File: src/rtl/ttl_timer_pkg.sv
// Shared definitions for the 74x461 timer sequencer: counter mode pin codes and controller states.
package ttl_timer_pkg;

    localparam logic [1:0] MODE_CLEAR = 2'b00;
    localparam logic [1:0] MODE_HOLD  = 2'b01;
    localparam logic [1:0] MODE_LOAD  = 2'b10;
    localparam logic [1:0] MODE_COUNT = 2'b11;

    typedef enum logic [2:0] {
        IDLE  = 3'd0,
        LOAD  = 3'd1,
        RUN   = 3'd2,
        DONE  = 3'd3,
        ABORT = 3'd4
    } ttl_state_e;

endpackage

File: src/rtl/ttl_tick_prescaler.sv
// Modulo-PRESCALE strobe generator for the timer sequencer; used only when TTL_TIMER_CTL_PRESCALE_EN is defined.
module ttl_tick_prescaler #(
    parameter int PRESCALE = 4
) (
    input  logic CLK,
    input  logic CLR_n,
    input  logic restart,
    output logic strobe
);

    localparam int CW = (PRESCALE > 1) ? $clog2(PRESCALE) : 1;
    localparam logic [CW-1:0] LAST = CW'(PRESCALE - 1);

    logic [CW-1:0] cnt;

    // restart realigns the strobe so that each count window begins fresh after a (re)load
    always_ff @(posedge CLK or negedge CLR_n) begin
        if (!CLR_n) begin
            cnt <= '0;
        end else if (restart || cnt == LAST) begin
            cnt <= '0;
        end else begin
            cnt <= cnt + 1'b1;
        end
    end

    assign strobe = (cnt == LAST);

endmodule

File: src/rtl/ttl_counter_timer_ctl.sv
// Load/count/reload sequencer for one 74x461 presettable counter; optional prescaler under TTL_TIMER_CTL_PRESCALE_EN.
// cmd handshake: a command transfers on a rising CLK edge where cmd_valid && cmd_ready; cmd_ready is high only in IDLE.
module ttl_counter_timer_ctl
    import ttl_timer_pkg::*;
#(
    parameter int WIDTH = 8,
    parameter int REPW  = 8
`ifdef TTL_TIMER_CTL_PRESCALE_EN
    , parameter int PRESCALE = 4
`endif
) (
    input  logic             CLK,
    input  logic             CLR_n,
    input  logic             cmd_valid,
    output logic             cmd_ready,
    input  logic [WIDTH-1:0] cmd_preset,
    input  logic [REPW-1:0]  cmd_reps,
    input  logic             cmd_abort,
    output logic             ctr_m1,
    output logic             ctr_m0,
    output logic             ctr_ci_n,
    output logic [WIDTH-1:0] ctr_d,
    input  logic [WIDTH-1:0] ctr_q,
    input  logic             ctr_co_n,
    output logic             tick,
    output logic             done,
    output logic             busy,
    output logic [REPW-1:0]  reps_left,
    output logic [2:0]       dbg_state
);

    ttl_state_e       state, nxt_state;
    logic [WIDTH-1:0] preset_q, nxt_preset;
    logic [REPW-1:0]  reps_q, nxt_reps;
    logic [1:0]       mode;
    logic             ci_n, tick_c, done_c, restart, strobe;
    logic             unused_sigs;

`ifdef TTL_TIMER_CTL_PRESCALE_EN
    ttl_tick_prescaler #(.PRESCALE(PRESCALE)) u_prescaler (
        .CLK     (CLK),
        .CLR_n   (CLR_n),
        .restart (restart),
        .strobe  (strobe)
    );
`else
    assign strobe = 1'b1;
`endif

    assign unused_sigs = ^{ctr_q, restart};

    always_ff @(posedge CLK or negedge CLR_n) begin
        if (!CLR_n) begin
            state    <= IDLE;
            preset_q <= '0;
            reps_q   <= '0;
        end else begin
            state    <= nxt_state;
            preset_q <= nxt_preset;
            reps_q   <= nxt_reps;
        end
    end

    always_comb begin
        nxt_state  = state;
        nxt_preset = preset_q;
        nxt_reps   = reps_q;
        mode       = MODE_HOLD;
        ci_n       = 1'b1;
        tick_c     = 1'b0;
        done_c     = 1'b0;
        restart    = 1'b0;
        case (state)
            IDLE: begin
                if (cmd_valid) begin
                    nxt_preset = cmd_preset;
                    nxt_reps   = cmd_reps;
                    nxt_state  = LOAD;
                end
            end
            LOAD: begin
                mode      = MODE_LOAD;
                restart   = 1'b1;
                nxt_state = RUN;
            end
            RUN: begin
                mode = MODE_COUNT;
                ci_n = !strobe;
                // terminal count: reload P rather than letting the counter wrap to zero
                if (!ctr_co_n && strobe) begin
                    tick_c = 1'b1;
                    if (reps_q != '0) begin
                        nxt_reps = reps_q - 1'b1;
                    end
                    if (reps_q == REPW'(1)) begin
                        mode      = MODE_HOLD;
                        nxt_state = DONE;
                    end else begin
                        mode    = MODE_LOAD;
                        restart = 1'b1;
                    end
                end
            end
            DONE: begin
                done_c    = 1'b1;
                nxt_state = IDLE;
            end
            ABORT: begin
                mode      = MODE_CLEAR;
                nxt_reps  = '0;
                nxt_state = IDLE;
            end
            default: nxt_state = IDLE;
        endcase
        // abort freezes the counter this cycle; the clear happens in ABORT
        if (cmd_abort && state != IDLE) begin
            nxt_state = ABORT;
            nxt_reps  = reps_q;
            mode      = MODE_HOLD;
            ci_n      = 1'b1;
            tick_c    = 1'b0;
            done_c    = 1'b0;
            restart   = 1'b0;
        end
    end

    // reset forces CLEAR on the mode pins without waiting for a clock
    assign ctr_m1    = CLR_n & mode[1];
    assign ctr_m0    = CLR_n & mode[0];
    assign ctr_ci_n  = !CLR_n | ci_n;
    assign ctr_d     = (CLR_n && mode == MODE_LOAD) ? preset_q : '0;
    assign tick      = CLR_n & tick_c;
    assign done      = CLR_n & done_c;
    assign busy      = CLR_n && (state != IDLE);
    assign cmd_ready = CLR_n && (state == IDLE);
    assign reps_left = reps_q;
    assign dbg_state = state;

endmodule

File: config.mk
export PLATFORM = sky130hd
export DESIGN_NAME = ttl_counter_timer_ctl
export DESIGN_NICKNAME = d
export VERILOG_FILES = /design/src/rtl/ttl_timer_pkg.sv /design/src/rtl/ttl_tick_prescaler.sv /design/src/rtl/ttl_counter_timer_ctl.sv
export SDC_FILE = /design/constraint.sdc
export NUM_CORES = 1
export LEC_CHECK = 0
export BUFFER_PORTS_ARGS = -buffer_cell sky130_fd_sc_hd__buf_4
export CAP_MARGIN = 5
export CORE_MARGIN = 5
export CORE_UTILIZATION = 42
export DETAILED_ROUTE_END_ITERATION = 8
export PLACE_DENSITY = 0.76
export RECOVER_POWER = 50
export SYNTH_ARGS = -nofsm -noshare
export SYNTH_HDL_FRONTEND = slang
export SYNTH_SLANG_ARGS = --single-unit
File: constraint.sdc
create_clock -name CLK -period 1.4 [get_ports CLK]
set_input_delay 0 -clock CLK [delete_from_list [all_inputs] [get_ports CLK]]
set_output_delay 0 -clock CLK [all_outputs]
set_load 0.01 [all_outputs]
* After elaboration in Yosys (flattened, before gate mapping)
Cells that the tools add are included. Widths: inputs -> output; s select.
Word-level totals: register bits after elaboration 19, input bits 29, output and inout port bits 26, word-level logic and storage cells 55
Cells by class: add/subtract/negate cells 1, equal/unequal tests 12, muxes and demuxes 21, bitwise logic cells 6, reductions and logical operators 12
Operators by type and width (number):
- $mux 8 | 4
- $pmux 8 s3 | 1
- $mux 3 | 4
- $ne 3x3->1 const B | 3
- $pmux 3 s3 | 1
- $eq 8x1->1 const B | 1
- $reduce_bool 8->1 | 1
- $sub 8x1->8 const B | 1
- $mux 1 | 7
- $eq 3x2->1 const B | 2
- $mux 2 | 3
- $ne 2x2->1 const B | 3
- $pmux 2 s3 | 1
- $reduce_bool 3->1 | 2
- $reduce_and 5->1 | 1
- $and 1x1->1 | 4
- $logic_and 1x1->1 | 4
- $eq 3x1->1 const B | 1
- $eq 3x3->1 const B | 1
- $logic_not 3->1 | 1
- $reduce_and 3->1 | 1
- $eq 2x2->1 const B | 1
- $reduce_and 2->1 | 1
- $logic_not 1->1 | 1
- other kinds (2) | 2

* Longest topological paths before layout
Gate-level depths: netlist of the first run.
depth after elaboration 8, gate-level depth with buffers 6, depth with buffers taken out 6

* Least setup slack after synthesis of the first run
Ideal clock, no wire load.
kind reg-to-reg, from reg state[1], in the netlist dbg_state[1], to reg reps_q[4], in the netlist reps_left[4], library setup time 0.123 ns, arrival time 1.519 ns, path slack -0.241 ns, cell stages (with the launch flop) 6, buffers on the path 1, clock period less this slack 1.641 ns, cell sequence dfrtp_1 -> buf_6 -> or3b_4 -> nor3_4 -> o21ai_1 -> o221a_1
Between the ends: cells in the longest elaborated chain, start to end 4
RTL lines:
- start: declaration | RTL line ttl_counter_timer_ctl.sv:32 | ttl_state_e state, nxt_state;
- start signal: assignment | RTL line ttl_counter_timer_ctl.sv:58 | state <= nxt_state;
- branches (longest 4 deep; another with $reduce_and 5->1)
- end signal: assignment | RTL line ttl_counter_timer_ctl.sv:60 | reps_q <= nxt_reps;
- end: declaration | RTL line ttl_counter_timer_ctl.sv:34 | logic [REPW-1:0] reps_q, nxt_reps;
Several ways; the timed one is not identified. A chain may end at the register's enable or synchronous reset.

* Worst setup path in the final report of the first run
from reg reps_q[4], in the netlist reps_left[4], to out ctr_m0
Between the ends: cells in the longest elaborated chain, start to end 6
RTL lines:
- $eq 8x1->1 | RTL line ttl_counter_timer_ctl.sv:95 | if (reps_q == REPW'(1)) begin
- $mux 2 | RTL line ttl_counter_timer_ctl.sv:95
- $mux 2 | RTL line ttl_counter_timer_ctl.sv:90 | if (!ctr_co_n && strobe) begin
- $pmux 2 s3 | RTL line ttl_counter_timer_ctl.sv:73 | case (state)
- $mux 2 | RTL line ttl_counter_timer_ctl.sv:116 | if (cmd_abort && state != IDLE) begin
- $and 1x1->1 | RTL line ttl_counter_timer_ctl.sv:129 | assign ctr_m0 = CLR_n & mode[0];
- end: declaration | RTL line ttl_counter_timer_ctl.sv:20 | output logic ctr_m0,
No other way between the ends.

==> results of run 1 <==
-- sequential cells by signal, indices dropped and copies added (netlist names) --
| name | count |
|---|---|
| dbg_state | 3 |
| preset_q | 8 |
| reps_left | 8 |
-- layout make-up --
type | count | area, sq um
Multi-Input combinational cell | 92 | 922
Clock inverter | 1 | 5.00
Fill cell | 135 | 387
Sequential cell | 19 | 477
Inverter | 3 | 11.3
Timing Repair Buffer | 107 | 918
Tap cell | 31 | 38.8
Clock buffer | 3 | 22.5
-- final timing paths --
check	from	to	slack, ps	depth (start not counted)
hold reg to reg	preset_q[5]	preset_q[5]	530	1
setup reg to reg	reps_left[0]	reps_left[7]	-370	4
hold / removal	cmd_reps[5]	reps_left[5]	5	3
max in group asynchronous	CLR_n	dbg_state[2]	590	3
min in group asynchronous	CLR_n	reps_left[7]	410	3
setup / recovery	reps_left[4]	ctr_m0	-430	6
-- metal layers --
layer | global-route usage (%) | vias up
li1 | - | 656
met1 | 24.6 | 691
met2 | 36.3 | 69
met3 | 4.38 | 12
met4 | 8.65 | 0
met5 | 0 | -
-- through the flow --
step / hold WS [ps] / setup TNS, ps / utilization (%) / setup slack, ps
after floorplan: -296 / -3390 / - / -241
after global placement: 1.77 / -3120 / 66.8 / -212
after detailed placement: 8.97 / -3900 / 66.8 / -223
after CTS: 3.41 / -8230 / 79.1 / -352
after global routing: 32.6 / -11410 / 86.1 / -519
final: 4.87 / -9180 / 86.1 / -433
-- power by group --
part           internal, W  switching, W  total (W)  leakage, nW
clock             0.000107      0.000203   0.000310       0.0177
combinational      0.00180       0.00149    0.00329        0.866
sequential        0.000810      0.000206    0.00102        0.231
-- placed cells by master (no fill, tap or decap), drive strengths merged --
cell type | netlist | final
ha | 2 | 2
dlygate4sd3 | 0 | 15
o22ai | 4 | 4
mux2i | 2 | 2
a21oi | 8 | 8
nand2b | 1 | 1
nand3 | 3 | 3
inv | 3 | 3
a32oi | 1 | 1
nand2 | 3 | 3
nor4 | 3 | 3
xor2 | 1 | 1
or2 | 1 | 1
a41o | 1 | 1
dfrtp | 19 | 19
o2bb2ai | 5 | 5
a2bb2oi | 1 | 1
or3b | 2 | 2
a211oi | 1 | 1
nor3b | 4 | 4
a22oi | 3 | 3
o21ai | 5 | 5
o221a | 1 | 1
or4 | 1 | 1
a21boi | 1 | 1
nor4bb | 1 | 1
nor3 | 6 | 6
and2 | 9 | 9
mux2 | 8 | 8
and3 | 1 | 1
xnor2 | 1 | 1
a21o | 2 | 2
clkinv | 0 | 1
clkbuf | 2 | 5
nor2 | 7 | 7
buf | 4 | 90
or2b | 1 | 1
nor2b | 2 | 2
-- cell families (layout without fill, tap and decap cells) --
| group | Yosys count | count (layout) |
|---|---|---|
| xor gates and xnor gates | 2 | 2 |
| adders and majority gates | 2 | 2 |
| DFF | 19 | 19 |
| muxes | 10 | 10 |
| and+or+nand+nor | 45 | 45 |
| buffers and inverters | 9 | 114 |
| AOI/OAI and AO/OA | 33 | 33 |
-- worst max-delay path: stages (launching register included) --
cell and delay [ps]:
dfrtp_1 440, nor4_4 370, buf_4 190, nand3_2 90
a21o_1 180, a21boi_2 120, buf_4 130
-- what timing repair did --
action / CTS / global route
endpoints found under the setup margin: 31 / 32
hold buffers: 15 / 0
pin swaps: 15 / 11
gates resized for setup: 25 / 29
buffers inserted: 7 / 11
hold endpoints to repair: 33 / 0
==> impl_metrics.tcl, run 1 <==
set metrics [dict create \
    clock_path_buffers 2 \
    drtIter0Drc 93 \
    endpoint_kind "primary output" \
    synth.most_common_cell "dfrtp_1" \
    outcome "complete, but fails checks" \
    synthTopCellsByArea "dfrtp_1 38%, mux2_1 7.3%, and2_1 4.5%, o2bb2ai_1 3.5%, a21oi_1 3.2%" \
    synth_top_area_cell "dfrtp_1" \
    instances_no_fill 256 \
    cts_sinks 19 \
    insertion_delay_ps 310 \
    drive_gt1_share_pct 63.1 \
    synth_cells 120 \
    hold_class "input port to flop" \
    synth_fp_nets 151 \
    violations "negative setup slack" \
    cts_buffers 3 \
    synth_xor_xnor_area_share_pct 1.41 \
    antenna_found_initial 0 \
    route.final.wire_length_um 4720 \
    start_util_pct 44.5 \
    async_flop_share_pct 100 \
    antennaDiodeCount 0 \
    grt_pass1_wl_um 6960 \
    cp.arrival_ps 1830 \
    yosys.area.top_type_share_pct 38.4 \
    core.rowCount 19 \
    cts_tree "built" \
    yosys.area_share.simple_pct 24.3 \
    dp_hpwl_um 2690 \
    grt_pass1_vias 1487 \
    remaining_drc_errors 0 \
    synth.top_cells.by_count "19 x dfrtp_1, 9 x and2_1, 8 x a21oi_1, 8 x mux2_1, 7 x nor2_1" \
    synth_top_family_by_area "simple AND/OR/NAND/NOR gates" \
    final.period_utilization_pct 131 \
    slew_viol_final 0 \
    synth-edff-count 0 \
    worst_ep_required_time_ps 1400 \
    synth-compound-area-share_pct 19.5 \
    setup_viol 32 \
    yosysUniqueCellTypes 44 \
    dr_wl_met2_um 2470 \
    finClkSkew_ps 3.48 \
    ios 55 \
    grt_max_degree 24 \
    maxCapViolations 0 \
    setup_slack_ps -433 \
    gp_congestion 0.883 \
    die-area_sq_um 4140 \
    final_nets 257 \
    rsz0062_at_grt "true" \
    htree_levels 1 \
    syn-cell-area_sq_um 1240 \
    top_layer "met4" \
    drtAntennaViolNets 0 \
    vias 1428 \
    via_per_inst 5.58 \
    wl_met1_um 1810 \
    coreArea_sq_um 2780 \
    port_buffers 46 \
    grt.overflow.total 0 \
    die_x_um 64.3 \
    peakVddDrop_mv 1.58 \
    max_freq_mhz 546 \
    syn_area_per_cell_sq_um 10.3 \
    grt_use_total_pct 20.9 \
    synthAdderAreaFrac_pct 2.02 \
    synth_top_flop_cell "dfrtp_1" \
    critPathKind "flop to primary output" \
    placed_cells 220 \
    stdcell_area_sq_um 2390 \
    leakagePower_nw 1.11 \
    power_w 0.00462 \
    ys_ff_latch 19 \
    seq_area_frac_synth_pct 38.4 \
    worstSetupStartpointType "flop" \
    met3_length_um 337 \
    relSlewSlack_pct 62.5 \
    die_y_um 64.3 \
    powerDensity_nw_per_um2 1930 \
    clk_pin_slew_ps 120 \
    muxShareOfSynthArea_pct 8.89 \
    tightestPinTransition_ps 562 \
    worstPathMaxFanout 2 \
    yosys_warnings 0 \
    cts-root-buf "clkbuf_4" \
    place_area_sq_um 1860 \
    first_pass_iters 4 \
    syn_to_final_growth_pct 93.3 \
    min_period_ps 1830 \
    wl_per_cell_um 18.4 \
    hold_viol 0 \
]
(Power assumes the default switching activity.)
==> run 2: changes to the inputs <==
--- a/config.mk
+++ b/config.mk
@@ -10,7 +10,7 @@
 export CORE_MARGIN = 5
 export CORE_UTILIZATION = 42
 export DETAILED_ROUTE_END_ITERATION = 8
-export PLACE_DENSITY = 0.76
+export PLACE_DENSITY = 0.75
 export RECOVER_POWER = 50
 export SYNTH_ARGS = -nofsm -noshare
 export SYNTH_HDL_FRONTEND = slang
==> impl_metrics.tcl, run 2 (synthesized netlist as in run 1, its figures left out) <==
set metrics [dict create \
    r2r-start "dbg_state[1]" \
    grt_pass1_wl_um 7730 \
    final_cell_mix "62 x buf_4, 25 x buf_6, 18 x dfrtp_1" \
    htree_levels 1 \
    slowest_stage "dfrtp_1" \
    hp-start "cmd_abort" \
    finClkSkew_ps 9.92 \
    cts_sinks 19 \
    final_common_cell "buf_4" \
    die_y_um 64.3 \
    cts_tree "built" \
    die-area_sq_um 4140 \
    insertion_delay_ps 310 \
    ios 55 \
    relSlewSlack_pct 60.4 \
    violations "negative setup slack" \
    maxCapViolations 0 \
    antennaDiodeCount 0 \
    cp.depth 6 \
    clock_path_buffers 2 \
    peakVddDrop_mv 1.80 \
    worst_path_most_repeated_cell "buf_6" \
    tightestPinTransition_ps 594 \
    clk_pin_slew_ps 120 \
    start_util_pct 44.5 \
    seqCellArea_sq_um 477 \
    r2r-end "reps_left[3]" \
    multi_input_area_sq_um 936 \
    crit_buf_inv 2 \
    hold_end "dbg_state[2]" \
    drtAntennaViolNets 0 \
    outcome "complete, but fails checks" \
    gp_congestion 0.838 \
    rrSetupSlack_ps -340 \
    final_nets 257 \
    r2r.worst_path.cells 8 \
    syn_to_final_growth_pct 97.1 \
    nFillCells 126 \
    antenna_found_initial 0 \
    dp_hpwl_um 2660 \
    drive_gt1_share_pct 65.8 \
    setup_tns_ps -9640 \
    grt_use_total_pct 23.3 \
    min_period_ps 1850 \
    vias 1519 \
    coreArea_sq_um 2780 \
    grt_pass1_vias 1589 \
    grt_max_degree 24 \
    powerDensity_nw_per_um2 1920 \
    fin_util_pct 87.8 \
    cp.arrival_ps 1850 \
    via_per_inst 5.93 \
    leakagePower_nw 1.13 \
    remaining_drc_errors 0 \
    endpoint_kind "primary output" \
    cp_top_family "compound AO/OA/AOI/OAI gates" \
    cts_buffers 3 \
    port_buffers 46 \
    worst_ep_required_time_ps 1400 \
    crit_chain "buf_6 -> nor4bb_4 -> a41o_1 -> a21oi_4 -> and2_4 -> buf_6" \
    critPathKind "flop to primary output" \
    worstSetupStartpointType "flop" \
    drtIter0Drc 120 \
    route.final.wire_length_um 5270 \
    cts-root-buf "clkbuf_4" \
    rsz0062_at_grt "true" \
    hold_viol 0 \
    setup_slack_ps -452 \
    hold_class "input port to flop" \
    wl_per_cell_um 20.6 \
    first_pass_iters 4 \
    slew_viol_final 0 \
    max_freq_mhz 540 \
    whs_path_depth 2 \
    die_x_um 64.3 \
    final.period_utilization_pct 132 \
    grt.overflow.total 0 \
    slowest_delay_ps 410 \
    setup_viol 32 \
    core.rowCount 19 \
    power_w 0.00468 \
    worstPathMaxFanout 8 \
]
-- run 2: cell type report --
type                       count  share of cell area [%]
clock buffer                   3                   0.923
clock inverter                 1                   0.205
inverter                       3                   0.461
multi-input combinational     92                    38.3
sequential                    19                    19.5
tap                           31                    1.59
timing repair buffer         107                    39.0
-- run 2: worst max-delay path by stage --
stage | start | to | slack [ps]
2_1_floorplan | dbg_state[1] | reps_left[4] | -240
3_3_place_gp | reps_left[0] | reps_left[7] | -190
3_5_place_dp | dbg_state[2] | ctr_d[0] | -300
4_1_cts | dbg_state[2] | ctr_d[2] | -350
5_1_grt | dbg_state[1] | ctr_d[6] | -540
6_report | dbg_state[1] | ctr_d[6] | -450
-- run 2: metal layers --
layer	vias up	routed length [um]	global-route usage, %	part of all wire (%)
li1	656	-	-	-
met1	742	2080	28.7	39
met2	98	2610	39.4	50
met3	23	413	5.08	7.8
met4	0	163	8.91	3.1
met5	-	0	0	0
-- run 2: metrics by stage --
| stage | hold WS (ps) | setup WS, ps | area [sq um] | cells |
|---|---|---|---|---|
| 6_report | 55.0 | -452 | 2440 | 256 |
| 5_1_grt | 50.2 | -540 | 2440 | 256 |
| 4_1_cts | 21.0 | -353 | 2330 | 255 |
| 3_5_place_dp | 7.90 | -300 | 1870 | 222 |
| 3_3_place_gp | 2.14 | -193 | 1870 | 222 |
| 2_1_floorplan | -296 | -241 | 1300 | 120 |
-- run 2: timing repair --
action | in CTS | in global routing
pin swaps | 22 | 14
setup endpoints to repair | 31 | 33
gates resized for setup | 40 | 28
hold buffers | 15 | 1
buffers inserted | 14 | 4
hold endpoints to repair | 33 | 1
-- run 2: where the power goes --
group | total, W | internal (W) | switching, W
sequential | 0.00104 | 0.000811 | 0.000231
combinational | 0.00335 | 0.00181 | 0.00154
clock | 0.000297 | 0.000107 | 0.000190
